$ cat src/rtl/counter_sequencer_pkg.sv
`default_nettype none
// ============================================================================
// Module   : counter_sequencer_pkg
// Purpose  : Shared types and constants for the counter sequencer slice.
//            State encoding of the sequencing FSM and the run-mode encoding
//            latched with start.
// Ports    : none (package)
// Revision : 1.0 - initial release
// ============================================================================
package counter_sequencer_pkg;

   // Sequencer states; encoding is fixed so it stays stable across the slice.
   typedef enum logic [1:0] {
      ST_IDLE = 2'd0,
      ST_RUN  = 2'd1,
      ST_HOLD = 2'd2,
      ST_DONE = 2'd3
   } state_t;

   // Run modes latched together with start.
   localparam logic MODE_ONESHOT  = 1'b0;
   localparam logic MODE_PERIODIC = 1'b1;

endpackage : counter_sequencer_pkg
`default_nettype wire

$ cat src/rtl/sync_up_counter.sv
`default_nettype none
// ============================================================================
// Module   : sync_up_counter
// Purpose  : WIDTH-bit synchronous up counter. Clear has priority over
//            enable; with neither asserted the value holds.
// Ports    : clk    - rising-edge clock
//            reset  - asynchronous active-low reset (clears q)
//            i_clr  - synchronous clear to zero (priority)
//            i_en   - increment by one
//            o_q    - current count
// Revision : 1.0 - initial release
// ============================================================================
module sync_up_counter #(
   parameter int WIDTH = 4
) (
   input  logic             clk,
   input  logic             reset,
   input  logic             i_clr,
   input  logic             i_en,
   output logic [WIDTH-1:0] o_q
);

   localparam logic [WIDTH-1:0] c_one = WIDTH'(1);

   logic [WIDTH-1:0] r_q;

   always_ff @(posedge clk or negedge reset) begin
      if (!reset) begin
         r_q <= '0;
      end else if (i_clr) begin
         r_q <= '0;
      end else if (i_en) begin
         r_q <= r_q + c_one;
      end
   end

   assign o_q = r_q;

endmodule : sync_up_counter
`default_nettype wire

$ cat src/rtl/counter_sequencer.sv
`default_nettype none
// ============================================================================
// Module   : counter_sequencer
// Purpose  : Control FSM sequencing a WIDTH-bit up counter. Latches a
//            terminal value and mode on start, counts/pauses/stops, strobes
//            tc on each terminal hit and reports one-shot completion via a
//            done_valid/done_ack handshake. Sole owner of the counter's
//            clear and enable.
// Ports    : clk        - rising-edge clock
//            reset      - asynchronous active-low reset
//            start      - begin a run (IDLE only)
//            stop       - abort, highest priority outside IDLE
//            pause      - level, freeze counting while high
//            mode       - 0 one-shot, 1 periodic (latched with start)
//            limit      - terminal count (latched with start)
//            count      - current counter value
//            busy       - high in RUN or HOLD
//            tc         - terminal-count strobe
//            done_valid - one-shot completion, high in DONE
//            done_ack   - consumer acknowledge of done_valid
// Revision : 1.0 - initial release
// ============================================================================
module counter_sequencer
   import counter_sequencer_pkg::*;
#(
   parameter int WIDTH = 4
) (
   input  logic             clk,
   input  logic             reset,
   input  logic             start,
   input  logic             stop,
   input  logic             pause,
   input  logic             mode,
   input  logic [WIDTH-1:0] limit,
   output logic [WIDTH-1:0] count,
   output logic             busy,
   output logic             tc,
   output logic             done_valid,
   input  logic             done_ack
);

   state_t           r_state;
   logic [WIDTH-1:0] r_limit;
   logic             r_mode;
   logic             r_busy;
   logic             r_done_valid;

   logic             w_clr;
   logic             w_en;
   logic             w_at_limit;
   logic [WIDTH-1:0] w_count;

   assign w_at_limit = (w_count == r_limit);

   // Counter control. The terminal check precedes pause so a terminal hit
   // is never swallowed by a simultaneous pause request.
   always_comb begin
      w_clr = 1'b0;
      w_en  = 1'b0;
      case (r_state)
         ST_IDLE: w_clr = 1'b1;
         ST_RUN: begin
            if (stop) begin
               w_clr = 1'b1;
            end else if (w_at_limit) begin
               // One-shot holds the terminal value into DONE.
               w_clr = (r_mode == MODE_PERIODIC);
            end else if (!pause) begin
               w_en = 1'b1;
            end
         end
         ST_HOLD: w_clr = stop;
         ST_DONE: w_clr = stop | done_ack;
         default: w_clr = 1'b1;
      endcase
   end

   always_ff @(posedge clk or negedge reset) begin
      if (!reset) begin
         r_state      <= ST_IDLE;
         r_limit      <= '0;
         r_mode       <= MODE_ONESHOT;
         r_busy       <= 1'b0;
         r_done_valid <= 1'b0;
      end else begin
         case (r_state)
            ST_IDLE: begin
               if (start) begin
                  r_limit <= limit;
                  r_mode  <= mode;
                  r_state <= ST_RUN;
                  r_busy  <= 1'b1;
               end
            end
            ST_RUN: begin
               if (stop) begin
                  r_state <= ST_IDLE;
                  r_busy  <= 1'b0;
               end else if (w_at_limit) begin
                  if (r_mode == MODE_ONESHOT) begin
                     r_state      <= ST_DONE;
                     r_busy       <= 1'b0;
                     r_done_valid <= 1'b1;
                  end
               end else if (pause) begin
                  r_state <= ST_HOLD;
               end
            end
            ST_HOLD: begin
               if (stop) begin
                  r_state <= ST_IDLE;
                  r_busy  <= 1'b0;
               end else if (!pause) begin
                  r_state <= ST_RUN;
               end
            end
            ST_DONE: begin
               // start is deliberately ignored here, even alongside ack.
               if (stop || done_ack) begin
                  r_state      <= ST_IDLE;
                  r_done_valid <= 1'b0;
               end
            end
            default: begin
               r_state      <= ST_IDLE;
               r_busy       <= 1'b0;
               r_done_valid <= 1'b0;
            end
         endcase
      end
   end

   sync_up_counter #(
      .WIDTH (WIDTH)
   ) u_counter (
      .clk   (clk),
      .reset (reset),
      .i_clr (w_clr),
      .i_en  (w_en),
      .o_q   (w_count)
   );

   assign count      = w_count;
   assign busy       = r_busy;
   assign done_valid = r_done_valid;
   // Decoded purely from registers: state, counter and latched limit.
   assign tc         = (r_state == ST_RUN) && w_at_limit;

endmodule : counter_sequencer
`default_nettype wire
$ cat config.mk
export PLATFORM = sky130hd
export DESIGN_NAME = counter_sequencer
export DESIGN_NICKNAME = d
export VERILOG_FILES = /design/src/rtl/counter_sequencer_pkg.sv /design/src/rtl/sync_up_counter.sv /design/src/rtl/counter_sequencer.sv
export SDC_FILE = /design/constraint.sdc
export NUM_CORES = 1
export LEC_CHECK = 0
export CAP_MARGIN = 5
export CORE_UTILIZATION = 54
export CTS_CLUSTER_DIAMETER = 120
export DETAILED_ROUTE_END_ITERATION = 16
export PLACE_DENSITY = 0.83
export SYNTH_ARGS = -nofsm -noshare
export SYNTH_HDL_FRONTEND = slang
export SYNTH_SLANG_ARGS = --single-unit
$ cat constraint.sdc
create_clock -name clk -period 2.72 [get_ports clk]
set_clock_uncertainty 0.05 [all_clocks]
set_input_delay 0.544 -clock clk [delete_from_list [all_inputs] [get_ports clk]]
set_output_delay 0.544 -clock clk [all_outputs]
set_load 0.02 [all_outputs]
After elaboration in Yosys (flattened, before gate mapping)
Index checks and enable logic that the tools add are counted.

word-level totals
  register bits = 13
  input port bits = 11
  output and inout bits = 7
  logic and storage cells = 62

cells by class
  add/sub/neg operators = 1
  equal/unequal tests = 15
  multiplexer cells = 29
  bitwise operators = 1
  reductions and logical operators = 10

operator list
  cell                 number
  $mux 2               8
  $mux 1               15
  $reduce_and 5->1     3
  $ne 2x2->1 const B   6
  $ne 3x3->1 const B   3
  $mux 4               2
  $ne 4x4->1 const B   2
  $pmux 2 s4           1
  $add 4x1->4 const B  1
  $eq 2x2->1 const B   2
  $eq 4x4->1           1
  $pmux 1 s4           1
  $reduce_bool 2->1    2
  $pmux 1 s3           1
  $reduce_bool 3->1    1
  $eq 2x1->1 const B   1
  $logic_not 2->1      1
  $pmux 1 s2           1
  $reduce_and 2->1     1
  $logic_and 1x1->1    1
  $logic_or 1x1->1     1
  $or 1x1->1           1

Logic depth before layout (Yosys ltp)
  depth after elaboration = 6
  depth in mapped cells = 6
  mapped depth without buffers = 6

Hierarchy
From an unflattened synthesis, not the netlist that was laid out.

second synthesis, totals
  cells, all modules = 77
  area total of the unflattened synthesis = 823.3 µm²

modules (own cells, without submodules)
  module             instances  cells an instance  area each (µm²)  seq. area each (µm²)
  counter_sequencer  1          61                 630.6            225.2
  sync_up_counter    1          16                 192.7            100.1

Worst setup path after synthesis
Ideal clock, no wire load.

  kind = reg-to-output
  start = reg u_counter.r_q[1] (netlist: u_counter.o_q[1])
  end = out tc
  arrival = 1379 ps
  required time = 2126 ps
  path slack = 747 ps
  cell stages (with the launch flop) = 4
  path buffers = 0
  path through = dfrtp_1 > xor2_2 > nor4_4 > and2_1

between the ends
  longest elaborated chain between the ends = 2

RTL lines
  what                      line                      text
  start: declaration        sync_up_counter.sv:25     logic [WIDTH-1:0] r_q;
  start signal: assignment  sync_up_counter.sv:33     r_q <= r_q + c_one;
  $eq 4x4->1                counter_sequencer.sv:53   assign w_at_limit = (w_count == r_limit);
  $logic_and 1x1->1         counter_sequencer.sv:147  assign tc = (r_state == ST_RUN) && w_at_limit;
  end: declaration          counter_sequencer.sv:37   output logic tc,

Every way passes these cells.

Worst setup path in the final report
Same ends and word-level chain as after synthesis.

==> results.md <==
- Ys Warns: 0
- Relative slew slack: approximately 62%
- DIE WIDTH: roughly 44 µm
- Die Span Y: ~44 µm
- EDFF count, synth: 0
- Clock sink count: 13
- TritonRoute pass-1 iters: 4
- WS Path Type: reg2out
- Max-slew violation count: 0
- Share of post-route cells with drive strength above 1: approximately 16%
- Worst slack, placed: between 0.4 and 0.5 ns
- Post-DP Area: between 1000 and 1500 µm²
- Tightest Pin Transition: 0.5644 ns
- Cell taking the most area after synthesis: dfrtp_1
- Ports: 18
- R2R depth: 6
- Final nets: 128
- FF+latch count, synth: 13
- CP cell instances: xor2_2 > nor4_4 > and2_1 > dlymetal6s2s_1
- Final Core Density: around 74%
- Largest net degree at the start of global routing: 14
- Area of the core: 1559 µm²
- Worst-path clk slew: about 0.080 ns
- Sequential share of the synthesized area: about a third
- Worst VDD drop: 0.0005840 V
- Hold path cells: 2
- Netlist Area Pre-Place: approximately 930 µm²
- Status: finished clean
- Clock Path Buffers: 2
- Largest cells by area after synthesis: dfrtp_1 (35%), ha_1 (8.1%), xor2_2 (7.0%), mux2_2 (6.0%), a21oi_1 (3.8%)
- CTS tree: yes
- Hold WS: between 0.5 and 0.6 ns
- HPWL after DPL: 1567 µm
- Initial antenna violation count: 0
- # fillers: between 100 and 150
- H-tree depth: 1
- Crit path max-delay cell type: dfrtp_1
- Cells after synthesis: 90
- CP max FO: 5
- Total inserted antenna cells: 0
- Slack of the critical path: approximately 0.47 ns
- Routed wire length: about 1900 µm
- FP Rows: 14
- CP required: roughly 2.1 ns
- FMAX: around 0.45 GHz
- Max Cap Viol: 0
- Number of global-route vias before repair: ~770
- Max incr delay on CP: between 0.4 and 0.5 ns
- Most frequent cell after synthesis: dfrtp_1
- Lkg Pwr: 0.4931 nW
- Routed Antenna Nets: 0
- Element type at the critical path start: flop
- Vias: 740
- Arrival time at the worst endpoint: 1.65 ns
- RSZ-0062 raised after global routing: false
- Final Hold Viols: 0
- Area delta synth->final: 23.52%
- # port buffers: 17
- Post-route cell area: around 1100 µm²
- CP endpoint kind: output pin
- 1st-iter DRT viols: 23
- Initial Util: about 60%
- Wire per inst: 15.18 µm
- Tightest Hold Check Type: reg2reg
- Clk_lat worst skew: 0.28 ns
- Async SR Flop Fraction: 100.0%
- Gpl congestion: slightly below 0.8
- Finish-stage setup viols: 0
- Drt via density: 5.873
- Post-synth top cells: dfrtp_1 (13), a21oi_1 (7), inv_1 (7)
- Post-synth top area share: about a third
- Post-route minimum period: 2.246 ns
- Die area: 1894 µm²
- Syn Area/Cell: 10.34 µm²
- Power density over cell area: between 900 and 1000 nW/µm²
- Prevailing post-synth register cell: dfrtp_1
- Synth unique cells: 32
- DRC viols: 0
- Gr ovfl total: 0
- R2R Setup Slk: roughly 0.84 ns
- Fin Setup TNS: 0 ns
- CTS Buf Count: 3
- Global Route Usage Sum: around 26%
- Synthesized Nets: 107
- Crit share post-route: 82.56%
- CTS root buffer: clkbuf_4
- First-pass GRT wire length: approximately 3400 µm
## what timing repair did
item                                    4_1_cts  5_1_grt
hold buffers                                  0        0
gates resized for setup                       0        1
endpoints found under the setup margin        0        1
buffers inserted                              0        0
## worst max-delay path: cells and delay by family, from the launching register on
family	cells	cell delay (ns)
flip-flops	1	0.46
XOR/XNOR	1	0.22
buffers and inverters	1	0.22
AND/OR/NAND/NOR	2	0.48
## power breakdown
group          internal [mW]  switching, mW  leakage [nW]
sequential             0.269         0.0870         0.161
combinational          0.299          0.358         0.317
clock                 0.0569         0.0630        0.0150
## final cells by class
type | count | area (µm²) | area share, %
Multi-Input combinational cell | 68 | 571.8 | 49.73
Sequential cell | 13 | 325.3 | 28.29
Timing Repair Buffer | 18 | 180.2 | 15.67
Clock buffer | 4 | 26.28 | 2.285
Inverter | 7 | 26.28 | 2.285
Tap cell | 16 | 20.02 | 1.741
## registers in the layout, summed over array words and instances (netlist names)
signal,count
r_limit,4
done_valid,1
u_counter.o_q,4
r_mode,1
r_state,2
busy,1
## per-layer routing
metal  GRT usage (%)  wire (µm)  vias to the layer above
li1                -          -                      360
met1           34.78        901                      350
met2           37.58        868                       25
met3           6.250        107                        5
met4           13.75         36                        0
met5               0          0                        -
## through the flow
stage | power [mW] | std cells
2_1_floorplan | 0.8270 | 90
3_3_place_gp | 0.9811 | 122
3_5_place_dp | 1.016 | 122
4_1_cts | 1.139 | 126
5_1_grt | 1.228 | 126
6_report | 1.133 | 126
## cell families (layout without fill, tap and decap cells)
| group | count (synthesis) | count (layout) | share of synthesized area (%) |
|---|---|---|---|
| AOI/OAI and AO/OA | 19 | 19 | 15.73 |
| and+or+nand+nor | 31 | 31 | 21.51 |
| muxes | 7 | 7 | 8.199 |
| xor gates and xnor gates | 5 | 5 | 7.930 |
| adders and majority gates | 6 | 6 | 8.064 |
| DFF | 13 | 13 | 34.95 |
| buffers and inverters | 9 | 29 | 3.630 |
## cells in the final DEF, fill, tap and decap left out, types with 4 or more instances in the layout
master           netlist  routed
xor2_2                 4       4
ha_1                   6       6
nor2_1                 6       6
dfrtp_1               13      13
clkdlybuf4s50_1        0      16
a21oi_1                7       7
inv_1                  7       7
nand2_1                4       4
mux2_2                 5       5
## worst paths after layout
path	to	startpoint
worst min register to register	busy$_DFFE_PN0P_	busy$_DFFE_PN0P_
min in group asynchronous	u_counter.o_q[3]$_DFFE_PN0P_	reset
worst min-delay path	busy$_DFFE_PN0P_	busy$_DFFE_PN0P_
worst max-delay path	tc	u_counter.o_q[1]$_DFFE_PN0P_
max in group asynchronous	busy$_DFFE_PN0P_	reset
worst max register to register	u_counter.o_q[3]$_DFFE_PN0P_	r_state[1]$_DFFE_PN0P_
Note: power is estimated with default switching activity, not from simulation.
